**src/rtl/ps2_clk_edge_filter.sv**
```systemverilog
// Multi-channel PS/2 clock front end: two-flop synchroniser, glitch filter with
// registered fall/rise pulses, filtered level and bus-idle flag per channel.
module ps2_clk_edge_filter #(
    parameter int NUM_CH      = 1,
    parameter int FILTER_LEN  = 2,
    parameter int IDLE_CYCLES = 5000
) (
    input  logic              Clk,
    input  logic              Reset,
    input  logic [NUM_CH-1:0] Enable,
    input  logic [NUM_CH-1:0] ClkKB,
    output logic [NUM_CH-1:0] FallKB,
    output logic [NUM_CH-1:0] RiseKB,
    output logic [NUM_CH-1:0] LevelKB,
    output logic [NUM_CH-1:0] Idle
);

    // state        | meaning
    // ST_HIGH      | line confirmed high, idle count running
    // ST_FALL_TEST | low samples seen, counting toward a confirmed fall
    // ST_LOW       | line confirmed low
    // ST_RISE_TEST | high samples seen, counting toward a confirmed rise
    typedef enum logic [1:0] {
        ST_HIGH      = 2'd0,
        ST_FALL_TEST = 2'd1,
        ST_LOW       = 2'd2,
        ST_RISE_TEST = 2'd3
    } state_t;

    localparam int FW = $clog2(FILTER_LEN + 1);
    localparam int IW = $clog2(IDLE_CYCLES + 1);
    localparam logic [FW-1:0] FILT_MAX = FW'(FILTER_LEN);
    localparam logic [IW-1:0] IDLE_MAX = IW'(IDLE_CYCLES);

    for (genvar ch = 0; ch < NUM_CH; ch++) begin : g_ch
        logic          sync1_q, sync2_q;
        state_t        state_q, state_d;
        logic [FW-1:0] fcnt_q, fcnt_d, fcnt_inc;
        logic [IW-1:0] icnt_q, icnt_d;
        logic          fall_q, fall_d, rise_q, rise_d;
        logic          level_q, level_d, idle_q, idle_d;
        logic          s;

        assign s        = sync2_q;
        assign fcnt_inc = fcnt_q + FW'(1);

        always_ff @(posedge Clk or negedge Reset) begin
            if (!Reset) begin
                sync1_q <= 1'b1;
                sync2_q <= 1'b1;
                state_q <= ST_HIGH;
                fcnt_q  <= '0;
                icnt_q  <= '0;
                fall_q  <= 1'b0;
                rise_q  <= 1'b0;
                level_q <= 1'b1;
                idle_q  <= 1'b0;
            end else if (!Enable[ch]) begin
                sync1_q <= 1'b1;
                sync2_q <= 1'b1;
                state_q <= ST_HIGH;
                fcnt_q  <= '0;
                icnt_q  <= '0;
                fall_q  <= 1'b0;
                rise_q  <= 1'b0;
                level_q <= 1'b1;
                idle_q  <= 1'b0;
            end else begin
                sync1_q <= ClkKB[ch];
                sync2_q <= sync1_q;
                state_q <= state_d;
                fcnt_q  <= fcnt_d;
                icnt_q  <= icnt_d;
                fall_q  <= fall_d;
                rise_q  <= rise_d;
                level_q <= level_d;
                idle_q  <= idle_d;
            end
        end

        // Idle count only survives while sitting in ST_HIGH on a high sample.
        always_comb begin
            state_d = state_q;
            fcnt_d  = fcnt_q;
            icnt_d  = '0;
            fall_d  = 1'b0;
            rise_d  = 1'b0;
            level_d = level_q;
            idle_d  = 1'b0;
            case (state_q)
                ST_HIGH: begin
                    if (s) begin
                        icnt_d = (icnt_q == IDLE_MAX) ? icnt_q : icnt_q + IW'(1);
                        idle_d = (icnt_d == IDLE_MAX);
                    end else if (FILTER_LEN == 1) begin
                        state_d = ST_LOW;
                        fall_d  = 1'b1;
                        level_d = 1'b0;
                        fcnt_d  = '0;
                    end else begin
                        state_d = ST_FALL_TEST;
                        fcnt_d  = FW'(1);
                    end
                end
                ST_FALL_TEST: begin
                    if (s) begin
                        state_d = ST_HIGH;
                        fcnt_d  = '0;
                    end else if (fcnt_inc == FILT_MAX) begin
                        state_d = ST_LOW;
                        fall_d  = 1'b1;
                        level_d = 1'b0;
                        fcnt_d  = '0;
                    end else begin
                        fcnt_d = fcnt_inc;
                    end
                end
                ST_LOW: begin
                    if (s) begin
                        if (FILTER_LEN == 1) begin
                            state_d = ST_HIGH;
                            rise_d  = 1'b1;
                            level_d = 1'b1;
                            fcnt_d  = '0;
                        end else begin
                            state_d = ST_RISE_TEST;
                            fcnt_d  = FW'(1);
                        end
                    end
                end
                ST_RISE_TEST: begin
                    if (!s) begin
                        state_d = ST_LOW;
                        fcnt_d  = '0;
                    end else if (fcnt_inc == FILT_MAX) begin
                        state_d = ST_HIGH;
                        rise_d  = 1'b1;
                        level_d = 1'b1;
                        fcnt_d  = '0;
                    end else begin
                        fcnt_d = fcnt_inc;
                    end
                end
                default: begin
                    state_d = ST_HIGH;
                    fcnt_d  = '0;
                end
            endcase
        end

        assign FallKB[ch]  = fall_q;
        assign RiseKB[ch]  = rise_q;
        assign LevelKB[ch] = level_q;
        assign Idle[ch]    = idle_q;
    end

endmodule

```
**config.mk**
```make
export PLATFORM = sky130hd
export DESIGN_NAME = ps2_clk_edge_filter
export DESIGN_NICKNAME = d
export VERILOG_FILES = /design/src/rtl/ps2_clk_edge_filter.sv
export SDC_FILE = /design/constraint.sdc
export NUM_CORES = 1
export LEC_CHECK = 0
export CORE_MARGIN = 2
export CORE_UTILIZATION = 60
export CTS_BUF_LIST = sky130_fd_sc_hd__clkbuf_8
export DETAILED_ROUTE_END_ITERATION = 8
export PLACE_DENSITY = 0.78
export SYNTH_ARGS = -nofsm -noshare
export SYNTH_HDL_FRONTEND = slang
export SYNTH_SLANG_ARGS = --single-unit
```
**constraint.sdc**
```tcl
create_clock -name Clk -period 5 [get_ports Clk]
set_input_delay 0.5 -clock Clk [delete_from_list [all_inputs] [get_ports Clk]]
set_output_delay 0.5 -clock Clk [all_outputs]
set_load 0.005 [all_outputs]
```
==> flow_summary.json, run 1 <==
{
  "outcome": "complete, no violations",
  "syn_area_sq_mm": 0.00121,
  "dp_hpwl_mm": 1.58,
  "place_inst": 157,
  "cts_buffer_depth": 2,
  "finalPower_mw": 0.332,
  "worstMarginPinSlew_ps": 942,
  "max_freq_mhz": 517,
  "cts_buffers": 3,
  "seq_area_frac_synth_pct": 47.7,
  "fillers": 166,
  "drtAntennaViolNets": 0,
  "postRouteWirelength_mm": 2.17,
  "nets": 141,
  "regArea_sq_um": 579,
  "start_util_pct": 62.6,
  "power_density_mw_per_mm2": 248,
  "clock_latency_ps": 260,
  "fin_tns_setup_ps": 0,
  "cts_tree": "yes",
  "via_count": 919,
  "grt_first_pass_wirelength_mm": 3.86,
  "viasPerCell": 5.71,
  "fin_crit_sh_pct": 38.7,
  "cts_setup_buffers": 0,
  "wire_per_inst_um": 13.5,
  "area_growth_pct": 10.2,
  "grt.met2_usage_pct": 32.9,
  "antenna_found_initial": 0,
  "min_path_type": "reg2reg",
  "top_usage_layer": "met2",
  "antenna_cells": 0,
  "ys.warnings.count": 0,
  "layout_min_cycle_time_ps": 1930,
  "die_h_um": 49,
  "place_congestion": 0.838,
  "clkTransAtPathRegs_ps": 80,
  "grt_max_degree": 24,
  "multi_input_area_sq_um": 588,
  "htreeDepth": 1,
  "grt.overflow.total": 0,
  "post_cts_resized": 0,
  "setup_viol": 0,
  "worstPathMaxFanout": 6,
  "grtUsageTotal_pct": 21.2,
  "ioPinCount": 8,
  "fp.dieW_um": 49,
  "drtIter0Drc": 19,
  "hold_viol_final": 0,
  "rows": 16,
  "cap_violations": 0,
  "drc_errors": 0,
  "path_class": "reg2reg",
  "total_leakage_power_nw": 0.570,
  "dieArea_sq_mm": 0.00240,
  "ir_drop_v": 0.000192,
  "syn_area_per_cell_sq_um": 9.49,
  "final_cells": 161,
  "skew_ps": 1.83,
  "io_buffers": 7,
  "root_buffer": "clkbuf_8",
  "hold_buffers": 0,
  "synthCells": 128,
  "cp-start-kind": "flop",
  "use_met1_pct": 29.4,
  "cp-end-kind": "flop",
  "r2r_cells": 6,
  "use_met3_pct": 3.07,
  "hold_depth": 1,
  "dr.pass1.iters": 4,
  "grt_pass1_vias": 874,
  "report.final.slew_viol_count": 0,
  "synth-seq-cells": 23,
  "relSlewSlack_pct": 37.0,
  "worstPathArrival_ps": 2090,
  "ys_types": 40,
  "worstPathRequired_ps": 5160,
  "coreArea_sq_mm": 0.00194,
  "rsz0062_at_grt": "false",
  "drive_above_1_share_pct": 9.70,
  "synth_fp_nets": 134,
  "cts.sinks": 23
}
## critical path, cell delays in order (launching register included)
cell     delay [ps]
dfrtp_1         450
ha_1            290
nand3_2         150
or4_4           540
xor2_1          170
nor2_2           50
and4_1          190
## cell usage in the layout, fill, tap and decap left out, types with 3 or more instances in the layout
cell type	count
dfrtp_1	20
nor2_1	16
nand2_1	12
inv_1	7
xor2_1	7
clkdlybuf4s50_1	7
a21oi_1	6
nand3_1	5
xnor2_1	4
dfstp_2	3
o21ai_0	3
or3_1	3
and3_1	3
a211oi_1	3
nand2b_1	3
clkbuf_8	3
## stage by stage
step	setup slack (ps)	hold WS (ps)	area (sq um)	utilization [%]
after floorplan	3210	204	1210	-
after global placement	3150	478	1290	66.6
after detailed placement	3070	483	1290	66.6
after CTS	3060	503	1340	68.9
after global routing	2950	516	1340	68.9
final	3070	500	1340	68.9
## sequential cells by signal, summed over array words and instances (netlist names)
register / cells
Idle: 1
g_ch.state_q: 2
LevelKB: 1
g_ch.sync1_q: 1
RiseKB: 1
g_ch.fcnt_q: 2
g_ch.s: 1
FallKB: 1
g_ch.icnt_q: 13
## final timing paths
| check | start | to | slack (ps) |
|---|---|---|---|
| setup / recovery | g_ch[0].icnt_q[1] | Idle | 3070 |
| hold / removal | g_ch[0].sync1_q | g_ch[0].s | 500 |
| setup reg to reg | g_ch[0].icnt_q[1] | Idle | 3070 |
| hold reg to reg | g_ch[0].sync1_q | g_ch[0].s | 500 |
| max in group asynchronous | Reset | g_ch[0].state_q[1] | 3670 |
| min in group asynchronous | Reset | g_ch[0].icnt_q[4] | 760 |
## Yosys cell counts (all sizes together)
library cell   n  area [sq um]
nor2          17          66.3
inv            6          22.5
nand2         12          45.0
buf            3          17.5
or3            3          18.8
and2           1          6.26
a211oi         3          22.5
xnor2          4          35.0
or2            2          12.5
o32a           1          10.0
o21ai          5          25.0
o211a          1          10.0
ha             2          25.0
nand3          7          45.0
nand2b         3          18.8
or4            2          18.8
nand4          3          25.0
and4           1          8.76
nor4           2          18.8
o32ai          1          8.76
nor3           2          10.0
and3           3          18.8
nor4bb         1          10.0
clkbuf         2          7.51
a21oi          6          30.0
xor2           7          61.3
nor3b          2          15.0
dfstp          3          78.8
nor4b          1          8.76
nor2b          1          6.26
dfrtp         20           500
a21o           1          7.51
## final cells by class
type | instances | area share [%]
multi-input combinational | 94 | 43.9
sequential | 23 | 43.3
timing repair buffer | 7 | 5.23
clock buffer | 3 | 3.08
tap | 27 | 2.52
inverter | 6 | 1.68
clock inverter | 1 | 0.280
## metal layers
metal  vias up  wire, um
met1       443      1050
met4         0        28
met5         -         0
met2        16      1030
li1        456         -
met3         4        62
## power by group
group / total, mW / switching [mW] / leakage [nW] / internal, mW
Clock: 0.113 / 0.0584 / 0.0269 / 0.0549
Combinational: 0.0228 / 0.0133 / 0.235 / 0.00947
Sequential: 0.196 / 0.00524 / 0.309 / 0.191
## cells by family (layout without fill, tap and decap cells)
| group | count (synthesis) | count (layout) | share of synthesized area (%) |
|---|---|---|---|
| AOI/OAI and AO/OA | 18 | 18 | 9.37 |
| xor gates and xnor gates | 11 | 11 | 7.93 |
| adders and majority gates | 2 | 2 | 2.06 |
| buffers and inverters | 11 | 17 | 3.91 |
| DFF | 23 | 23 | 47.7 |
| and+or+nand+nor | 63 | 63 | 29.0 |
Power figures use the tool's default switching activity.
==> run 2, diff against run 1 <==
Settings changed: CORE_UTILIZATION 60 to 54, PLACE_DENSITY 0.78 to 0.74.
Clock period 5 ns to 1.7 ns, I/O delays scaled along.
==> flow_summary.json, run 2 (synthesized netlist as in run 1, its figures left out) <==
{
  "area_growth_pct": 30.4,
  "cp-end-kind": "flop",
  "io_buffers": 7,
  "hold_viol_final": 0,
  "viasPerCell": 5.45,
  "total_leakage_power_nw": 0.699,
  "fin_tns_setup_ps": -69.5,
  "hold_buffers": 0,
  "stdcell_area_sq_mm": 0.00158,
  "finalPower_mw": 1.03,
  "drtAntennaViolNets": 0,
  "worstPathArrival_ps": 1930,
  "relSlewSlack_pct": 79.7,
  "root_buffer": "clkbuf_8",
  "drc_errors": 0,
  "crit_slowest_cell": "or4_4",
  "die_h_um": 51.4,
  "grt_first_pass_wirelength_mm": 4.44,
  "grt_max_degree": 24,
  "antenna_cells": 0,
  "place_inst": 177,
  "cap_violations": 0,
  "report.final.slew_viol_count": 0,
  "grt.overflow.total": 0,
  "dieArea_sq_mm": 0.00265,
  "grtUsageTotal_pct": 22.7,
  "outcome": "finished, violations left",
  "cp_num_buf_inv": 0,
  "cp-start-kind": "flop",
  "critPathMaxStageDelay_ps": 520,
  "start_util_pct": 56.0,
  "rows": 17,
  "coreArea_sq_mm": 0.00217,
  "place_area_sq_mm": 0.00144,
  "final_cells": 186,
  "worstPathMaxFanout": 4,
  "fin_crit_sh_pct": 104,
  "cts_buffers": 3,
  "skew_ps": 1.15,
  "grt_pass1_vias": 1018,
  "worstPathRequired_ps": 1860,
  "clock_latency_ps": 260,
  "rsz0062_at_grt": "true",
  "fin_util_pct": 73.0,
  "largest-register": "g_ch.icnt_q",
  "worstMarginPinSlew_ps": 303,
  "cts_buffer_depth": 2,
  "via_count": 1014,
  "clkTransAtPathRegs_ps": 80,
  "place_congestion": 0.903,
  "drtIter0Drc": 10,
  "final_common_cell": "buf_4",
  "path_class": "reg2reg",
  "postRouteWirelength_mm": 2.50,
  "violations": "negative setup slack",
  "max_freq_mhz": 565,
  "nets": 165,
  "power_density_mw_per_mm2": 652,
  "layout_min_cycle_time_ps": 1770,
  "cts_tree": "yes",
  "drive_above_1_share_pct": 29.7,
  "htreeDepth": 1,
  "setup_viol": 1,
  "fp.dieW_um": 51.4,
  "setup_ws_ps": -69.5,
  "top_regs": "g_ch.icnt_q x13, g_ch.fcnt_q x2, g_ch.state_q x2",
  "ir_drop_v": 0.000592,
  "min_path_type": "in2async",
  "dr.pass1.iters": 4,
  "crit_family": "simple AND/OR/NAND/NOR gates",
  "ioPinCount": 8,
  "dp_hpwl_mm": 1.80,
  "final_cell_mix": "24 x buf_4, 20 x dfrtp_1, 16 x nor2_1, 12 x nand2_1",
  "antenna_found_initial": 0,
  "wire_per_inst_um": 13.4,
  "cts.sinks": 23,
  "cp_cell_sequence": "ha_2 > nand3_2 > or4_4 > xor2_1 > nor2_2 > and4_1",
  "largest_register_ff_count": 13
}
run 2: cell count changes in the layout (fill, tap and decap cells not counted), moves of 2 or more:
cell   before  now
inv_1       7    5
inv_2       0    2
buf_4       0   24
ha_1        2    0
run 2: worst paths after layout:
path	startpoint	to	slack (ps)	cells after the start
setup / recovery	g_ch[0].icnt_q[0]	Idle	-70	6
hold / removal	Reset	g_ch[0].icnt_q[2]	260	2
setup reg to reg	g_ch[0].icnt_q[0]	Idle	-70	6
hold reg to reg	g_ch[0].sync1_q	g_ch[0].s	490	1
max in group asynchronous	Reset	g_ch[0].s	1160	2
min in group Clk	ClkKB	g_ch[0].sync1_q	430	2
run 2: cell type report:
class / instances / area (sq um)
inverter: 6 / 22.5
fill: 177 / 586
clock inverter: 1 / 3.75
sequential: 23 / 579
multi-input combinational: 94 / 652
timing repair buffer: 31 / 250
tap: 28 / 35.0
clock buffer: 3 / 41.3
run 2: power by group:
part	switching [mW]	internal, mW	total [mW]
Combinational	0.0597	0.0682	0.128
Clock	0.170	0.161	0.332
Sequential	0.0122	0.561	0.573
Total	0.242	0.790	1.03
run 2: per-layer routing:
metal / global-route usage (%) / up-vias / routed length (um)
met1: 27.7 / 493 / 1080
li1: - / 503 / -
met2: 40.2 / 13 / 1310
met5: 0 / - / 0
met3: 3.51 / 5 / 63
met4: 8.33 / 0 / 38
run 2: timing repair:
action	in CTS	in global routing
resized for setup	3	9
setup buffers	2	3
pin swaps	1	8
setup endpoints to repair	2	4
run 2: worst register-to-register path: stages, from the launching register on:
cell and delay [ps]:
dfrtp_1 410, ha_2 220, nand3_2 100, or4_4 520
xor2_1 170, nor2_2 50, and4_1 190
run 2: per-stage QoR:
| stage | hold WS [ps] | worst slack [ps] |
|---|---|---|
| global placement | 471 | -28.2 |
| finish | 259 | -69.5 |
| CTS | 264 | -32.6 |
| detailed placement | 476 | -73.9 |
| global route | 292 | -190 |
| floorplan | -126 | -64.4 |
==> run 3, diff against run 2 <==
Settings changed: CORE_UTILIZATION 54 to 60, PLACE_DENSITY 0.74 to 0.78.
Clock period 1.7 ns to 2.04 ns, I/O delays scaled along.
==> flow_summary.json, run 3 (synthesized netlist as in run 1, its figures left out) <==
{
  "root_buffer": "clkbuf_8",
  "post_cts_resized": 0,
  "critPathMaxStageDelay_ps": 530,
  "start_util_pct": 62.6,
  "top_regs": "g_ch.icnt_q x13, g_ch.fcnt_q x2, g_ch.state_q x2",
  "antenna_cells": 0,
  "worstPathRequired_ps": 2200,
  "setup_ws_ps": 143,
  "power_density_mw_per_mm2": 595,
  "grt.met2_usage_pct": 35.8,
  "rrSetupSlack_ps": 140,
  "crit_slowest_cell": "or4_4",
  "cp_cell_sequence": "ha_2 > nand3_2 > or4_4 > xor2_1 > nor2_2 > and4_1",
  "place_congestion": 0.826,
  "max_freq_mhz": 527,
  "via_count": 929,
  "cap_violations": 0,
  "top_usage_layer": "met2",
  "cts_tree": "yes",
  "antenna_found_initial": 0,
  "place_area_sq_mm": 0.00132,
  "drtAntennaViolNets": 0,
  "clock_latency_ps": 260,
  "rsz0062_at_grt": "false",
  "grt_max_degree": 24,
  "outcome": "complete, no violations",
  "viasPerCell": 5.66,
  "setup_viol": 0,
  "wire_per_inst_um": 13.1,
  "largest_register_ff_count": 13,
  "die_h_um": 49,
  "fp.dieW_um": 49,
  "min_path_type": "in2async",
  "hold_viol_final": 0,
  "relSlewSlack_pct": 79.6,
  "r2r_cells": 6,
  "dieArea_sq_mm": 0.00240,
  "cp_num_buf_inv": 0,
  "use_met3_pct": 3.99,
  "nets": 144,
  "ioPinCount": 8,
  "worstPathArrival_ps": 2050,
  "total_leakage_power_nw": 0.584,
  "cp-end-kind": "flop",
  "dr.pass1.iters": 4,
  "cts_buffer_depth": 2,
  "cp.depth": 6,
  "drive_above_1_share_pct": 12.4,
  "cp-start-kind": "flop",
  "stdcell_area_sq_mm": 0.00136,
  "final_cell_mix": "20 x dfrtp_1, 16 x nor2_1, 12 x nand2_1",
  "cts_setup_buffers": 0,
  "final_common_cell": "dfrtp_1",
  "dp_hpwl_mm": 1.54,
  "clkTransAtPathRegs_ps": 80,
  "fillers": 162,
  "rows": 16,
  "skew_ps": 4.56,
  "worstPathMaxFanout": 6,
  "area_growth_pct": 12.3,
  "layout_min_cycle_time_ps": 1900,
  "fin_crit_sh_pct": 93.0,
  "ir_drop_v": 0.000579,
  "fin_util_pct": 70.2,
  "grt_first_pass_wirelength_mm": 4.06,
  "use_met1_pct": 30.5,
  "path_class": "reg2reg",
  "coreArea_sq_mm": 0.00194,
  "grtUsageTotal_pct": 22.0,
  "drtIter0Drc": 14,
  "hold_buffers": 0,
  "largest-register": "g_ch.icnt_q",
  "grt_pass1_vias": 953,
  "crit_family": "simple AND/OR/NAND/NOR gates",
  "postRouteWirelength_mm": 2.15,
  "io_buffers": 7,
  "drc_errors": 0,
  "report.final.slew_viol_count": 0,
  "cts.sinks": 23,
  "place_ws_ps": 106,
  "grt.overflow.total": 0,
  "worstMarginPinSlew_ps": 304,
  "cts_buffers": 3,
  "fin_tns_setup_ps": 0,
  "htreeDepth": 1
}
[run 3: cell type report]
| type | count | area [sq um] | area share, % |
|---|---|---|---|
| clock buffer | 3 | 41.3 | 3.03 |
| clock inverter | 1 | 3.75 | 0.275 |
| inverter | 6 | 22.5 | 1.65 |
| multi-input combinational | 94 | 591 | 43.3 |
| sequential | 23 | 579 | 42.5 |
| tap | 27 | 33.8 | 2.48 |
| timing repair buffer | 10 | 92.6 | 6.79 |
[run 3: power breakdown]
| part | switching [mW] | internal [mW] | total [mW] |
|---|---|---|---|
| clock | 0.134 | 0.134 | 0.268 |
| combinational | 0.0374 | 0.0272 | 0.0646 |
| sequential | 0.0111 | 0.467 | 0.479 |
| total | 0.182 | 0.629 | 0.811 |
[run 3: final timing paths]
kind                                        start                end
worst max-delay path            g_ch[0].icnt_q[0]               Idle
worst min-delay path                        Reset  g_ch[0].icnt_q[0]
worst max register to register  g_ch[0].icnt_q[0]               Idle
worst min register to register    g_ch[0].sync1_q          g_ch[0].s
max in group asynchronous                   Reset    g_ch[0].sync1_q
min in group Clk                            ClkKB    g_ch[0].sync1_q
[run 3: per-stage QoR]
step | total power, mW | std cells | hold slack (ps)
finish | 0.811 | 164 | 295
global route | 0.852 | 164 | 332
CTS | 0.823 | 164 | 304
detailed placement | 0.553 | 160 | 492
global placement | 0.550 | 160 | 471
floorplan | 0.520 | 128 | -91.6
[run 3: layer usage]
layer	routed length [um]	up-vias
met3	96	2
met5	0	-
li1	-	460
met1	1030	442
met4	12	0
met2	1000	25
==> edit 1: new RTL, config.mk and constraints of run 2 <==
Set the parameter `NUM_CH` to 2 (it was 1).
--- a/src/rtl/ps2_clk_edge_filter.sv
+++ b/src/rtl/ps2_clk_edge_filter.sv
@@ -2,5 +2,5 @@
 // registered fall/rise pulses, filtered level and bus-idle flag per channel.
 module ps2_clk_edge_filter #(
-    parameter int NUM_CH      = 1,
+    parameter int NUM_CH      = 2,
     parameter int FILTER_LEN  = 2,
     parameter int IDLE_CYCLES = 5000
Interface: changed (6 resized); port bits go from 8 to 14. No check against the original RTL was run, so the function may have changed too.
==> edit 1 against run 2 <==
  * The run still ends with setup timing left
  * Setup slack improved by 0.053 ns
  * Cell count increased by 95%
  * Non-clock buffer count increased by 16
  * Hold slack improved by 0.053 ns
  * Count of clock-buffer cells in the layout increased by 5
  * Power increased by 100%
  * Design area increased by 91%
  * Wire length increased by 100%
  * Sequential cell count increased by 23
  * Area after synthesis increased by 110%
  * Synthesized cell count increased by 120%
==> edit 1: results (changes against run 2) <==
status=finished, violations left; failing checks=setup timing; setup_tns=-0.01599 ns (+0.05347 ns); Seq area share=38.28% (+1.7 points); clock latency on the worst-skew pair=0.29 ns (+0.03 ns); Worst VDD drop=0.6042 mV (+2.0%); Tot GR Track Use=21.40% (-1.3 points); Layout Nets=320 (+94%); dpl ws=-0.08954 ns (-0.01565 ns); DP HPWL=3622 um (+100%); Worst slew margin=73.68% (-6.0 points); Layout Skew=0.007485 ns (+0.006331 ns); count of final setup violators=1 (unchanged); post-synthesis average cell area=9.169 sq um (-3.4%); Avg WL per Cell=13.82 um (+3.0%); CP startpoint=g_ch[1].icnt_q[0]; R2R Path End=g_ch[1].idle_q; worst setup margin=-0.01599 ns (+0.05347 ns); Finished Layout Cells=363 (+95%); distinct cell type count after synthesis=51 (+28%); leakage=1.320 nW (+89%); signal buffers share of area=12.62% (-3.2 points); Hold Slack=0.3116 ns (+0.05286 ns); Seq Cell Count=46 (+100%); 1st-iter DRT viols=143 (+133); Non-CTS buffers=47 (+52%); layout cells sized above 1=21.86% (-7.9 points); placed cell areas=0.002836 sq mm (+97%); most common library cells after synthesis=41 x nor2_1, 40 x dfrtp_1, 23 x nand2_1; Psw=483.5 uW (+100%); largest registers=g_ch.icnt_q (26), g_ch.fcnt_q (4), g_ch.state_q (4); # clk buffers=8 (+5); multi-input combinational area share=41.58% (+0.43 points); Placed Cells=351 (+98%)
edit 1: power groups by stage:
stage / Sequential [mW] / Combinational [mW] / Clock [mW]
detailed placement: 1.16 / 0.174 / 0
finish: 1.14 / 0.192 / 0.771
global route: 1.15 / 0.217 / 0.842
global placement: 1.16 / 0.169 / 0
CTS: 1.14 / 0.187 / 0.798
floorplan: 1.16 / 0.0895 / 0
edit 1: what timing repair did:
item | in CTS | in global routing
gates resized for setup | 4 | 8
setup buffers | 3 | 0
pin swaps | 1 | 1
hold buffers | 1 | 0
hold endpoints to repair | 14 | 0
endpoints found under the setup margin | 2 | 4
edit 1: layer usage:
layer	global-route usage [%]	vias up	wire [um]
met3	4.420	7	181
li1	-	1003	-
met4	6.584	0	57
met2	31.21	36	2283
met1	32.24	964	2494
met5	0	-	0
edit 1: cell families (layout without fill, tap and decap cells):
group | count (synthesis) | in the layout | share of synthesized area [%]
AO/OA/AOI/OAI | 38 | 38 | 9.508
XOR/XNOR | 22 | 22 | 7.586
adder cells (fa/ha/maj) | 4 | 4 | 1.971
buffers and inverters | 35 | 69 | 6.995
flip-flops | 46 | 46 | 45.62
multiplexers | 2 | 2 | 0.8374
AND/OR/NAND/NOR | 130 | 130 | 27.49
edit 1: critical path, cell delays in order (launching register included):
cell and delay [ns]:
dfrtp_2 0.45, inv_2 0.10, ha_4 0.13, nor4bb_4 0.19, nand4_1 0.17, mux2i_1 0.16, nand4b_1 0.21, a2111oi_2 0.21
edit 1: worst max-delay path by stage:
stage	to	slack [ns]	depth (start not counted)
after floorplan	g_ch[0].idle_q	0.02	7
after global placement	g_ch[1].idle_q	0.02	7
after detailed placement	g_ch[1].idle_q	-0.09	7
after CTS	g_ch[1].idle_q	-0.02	7
after global routing	g_ch[1].idle_q	-0.1	7
final	g_ch[1].idle_q	-0.02	7
==> edit 2: new RTL, flow settings as in run 2 <==
Made on the original files. Register the input `Enable` before use. The logic sees it one clock later.
--- a/src/rtl/ps2_clk_edge_filter.sv
+++ b/src/rtl/ps2_clk_edge_filter.sv
@@ -33,4 +33,10 @@
     localparam logic [IW-1:0] IDLE_MAX = IW'(IDLE_CYCLES);
 
+    logic [NUM_CH-1:0] Enable_q;
+
+    always_ff @(posedge Clk) begin
+        Enable_q <= Enable;
+    end
+
     for (genvar ch = 0; ch < NUM_CH; ch++) begin : g_ch
         logic          sync1_q, sync2_q;
@@ -56,5 +62,5 @@
                 level_q <= 1'b1;
                 idle_q  <= 1'b0;
-            end else if (!Enable[ch]) begin
+            end else if (!Enable_q[ch]) begin
                 sync1_q <= 1'b1;
                 sync2_q <= 1'b1;
Behaviour: not the same (a bounded check fails within 10 cycles, from zero or initial values and one cycle with Reset low).
==> edit 2 against run 2 <==
  * Die area grew 3.2%
  * Cell count shrank 3.8%
  * Area after synthesis grew 3.5%
  * Wire length grew 8.9%
  * Sequential cell count grew 1
  * Setup slack gained 0.11 ns
  * Power grew 16%
  * Design area shrank 3.3%
  * Critical endpoint unchanged
==> edit 2: results (changes against run 2) <==
status=finished clean; gpl congestion=0.9118 (+1.0%); Net Count, Synth=138 (+3.0%); dpl ws=0.05505 ns (+0.1289 ns); DP HPWL=1802 um (+0.21%); crit-path max cell delay=0.46 ns (-0.06 ns); Tot GR Track Use=23.04% (+0.34 points); Synth top area share=39.80% (-1.4 points); f_max=602.1 MHz (+6.5%); DR vias=1,020 (+0.59%); largest cells by area after synthesis=dfrtp_1 40%, xnor2_1 7.7%, nor2_1 6.6%; vias in the first global route=1,002 (-1.6%); most common library cells after synthesis=22 x nor2_1, 20 x dfrtp_1, 11 x xnor2_1; Avg WL per Cell=15.19 um (+13%); layout cells sized above 1=19.87% (-9.9 points); clock slew at reported path FFs=0.09 ns; distinct cell type count after synthesis=41 (+2.5%); placed cell areas=0.001438 sq mm (-0.17%); Layout Nets=158 (-4.2%); leakage=0.6323 nW (-9.5%); r2r setup slk=0.04 ns (+0.11 ns); CP startpoint=g_ch[0].icnt_q[1]; 1st-iter DRT viols=18 (+8); first-pass GRT wire length=4560 um (+2.6%); critical path arrival=1.84 ns (-0.09 ns); routed wire length=2719 um (+8.9%); post-synthesis average cell area=9.526 sq um (+0.37%); Worst VDD drop=0.6555 mV (+11%); met2 Resource Use GR=37.34% (-2.8 points); # fillers=173 (-2.3%); FFs w/ async S/R, synth=95.83% (-4.2 points); Hold Slack=0.2508 ns (-0.007978 ns); met3 global-route usage=4.000% (+0.49 points); Worst slew margin=74.37% (-5.3 points); Placed Cells=174 (-1.7%); critical path fanouts, max=5 (+1); Layout Skew=0.002840 ns (+0.001686 ns)
[edit 2: cell types whose count changed after synthesis, sizes merged, moves of 2 or more]
cell           run 2  this run
nor2              17        22
nand2             12         9
o21ai              5         7
or3                3         1
nor3               2         4
a211oi             3         1
xnor2              4        11
xor2               7         1
[edit 2: layout make-up]
class / count / area (sq um) / share of cell area [%]
flip-flops and latches: 24 / 601.8 / 39.30
clock inverters: 1 / 30.03 / 1.961
clock buffers: 3 / 41.29 / 2.696
well taps: 28 / 35.03 / 2.288
inverters: 7 / 26.28 / 1.716
repair buffers: 19 / 160.2 / 10.46
multi-input cells: 97 / 636.9 / 41.58
[edit 2: kinds of logic (layout without fill, tap and decap cells)]
logic type               count (synthesis)  after routing  share of synthesized area (%)
XOR/XNOR                                12             12                          8.358
AO/OA/AOI/OAI                           17             17                          8.658
flip-flops                              24             24                          47.66
multiplexers                             1              1                         0.7961
AND/OR/NAND/NOR                         65             65                          28.86
buffers and inverters                   11             30                          3.682
adder cells (fa/ha/maj)                  2              2                          1.990
[edit 2: what timing repair did]
item                       CTS  global route
resized for setup            2             3
pin swaps                    0             1
setup endpoints to repair    1             2
hold buffers                 0             0
buffers inserted             0             1
gates cloned                 0             0
[edit 2: per-layer routing]
layer	share of wire (%)	vias up	routed length [um]
met1	48	511	1299
li1	-	485	-
met3	2.5	8	68
met4	1.9	0	53
met5	0	-	0
met2	48	16	1297
[edit 2: worst reg2reg max path, cell delays in order (launching register included)]
cell and delay, ns:
dfrtp_2 0.44, ha_4 0.16, nand4_1 0.14, or4_4 0.46, a21oi_4 0.18, o21ai_2 0.07, nor4_2 0.13
[edit 2: report_power, final]
part           switching (mW)  internal [mW]  total, mW
combinational          0.0504         0.0409     0.0913
clock                   0.187          0.315      0.501
sequential             0.0191          0.588      0.607
total                   0.256          0.944       1.20
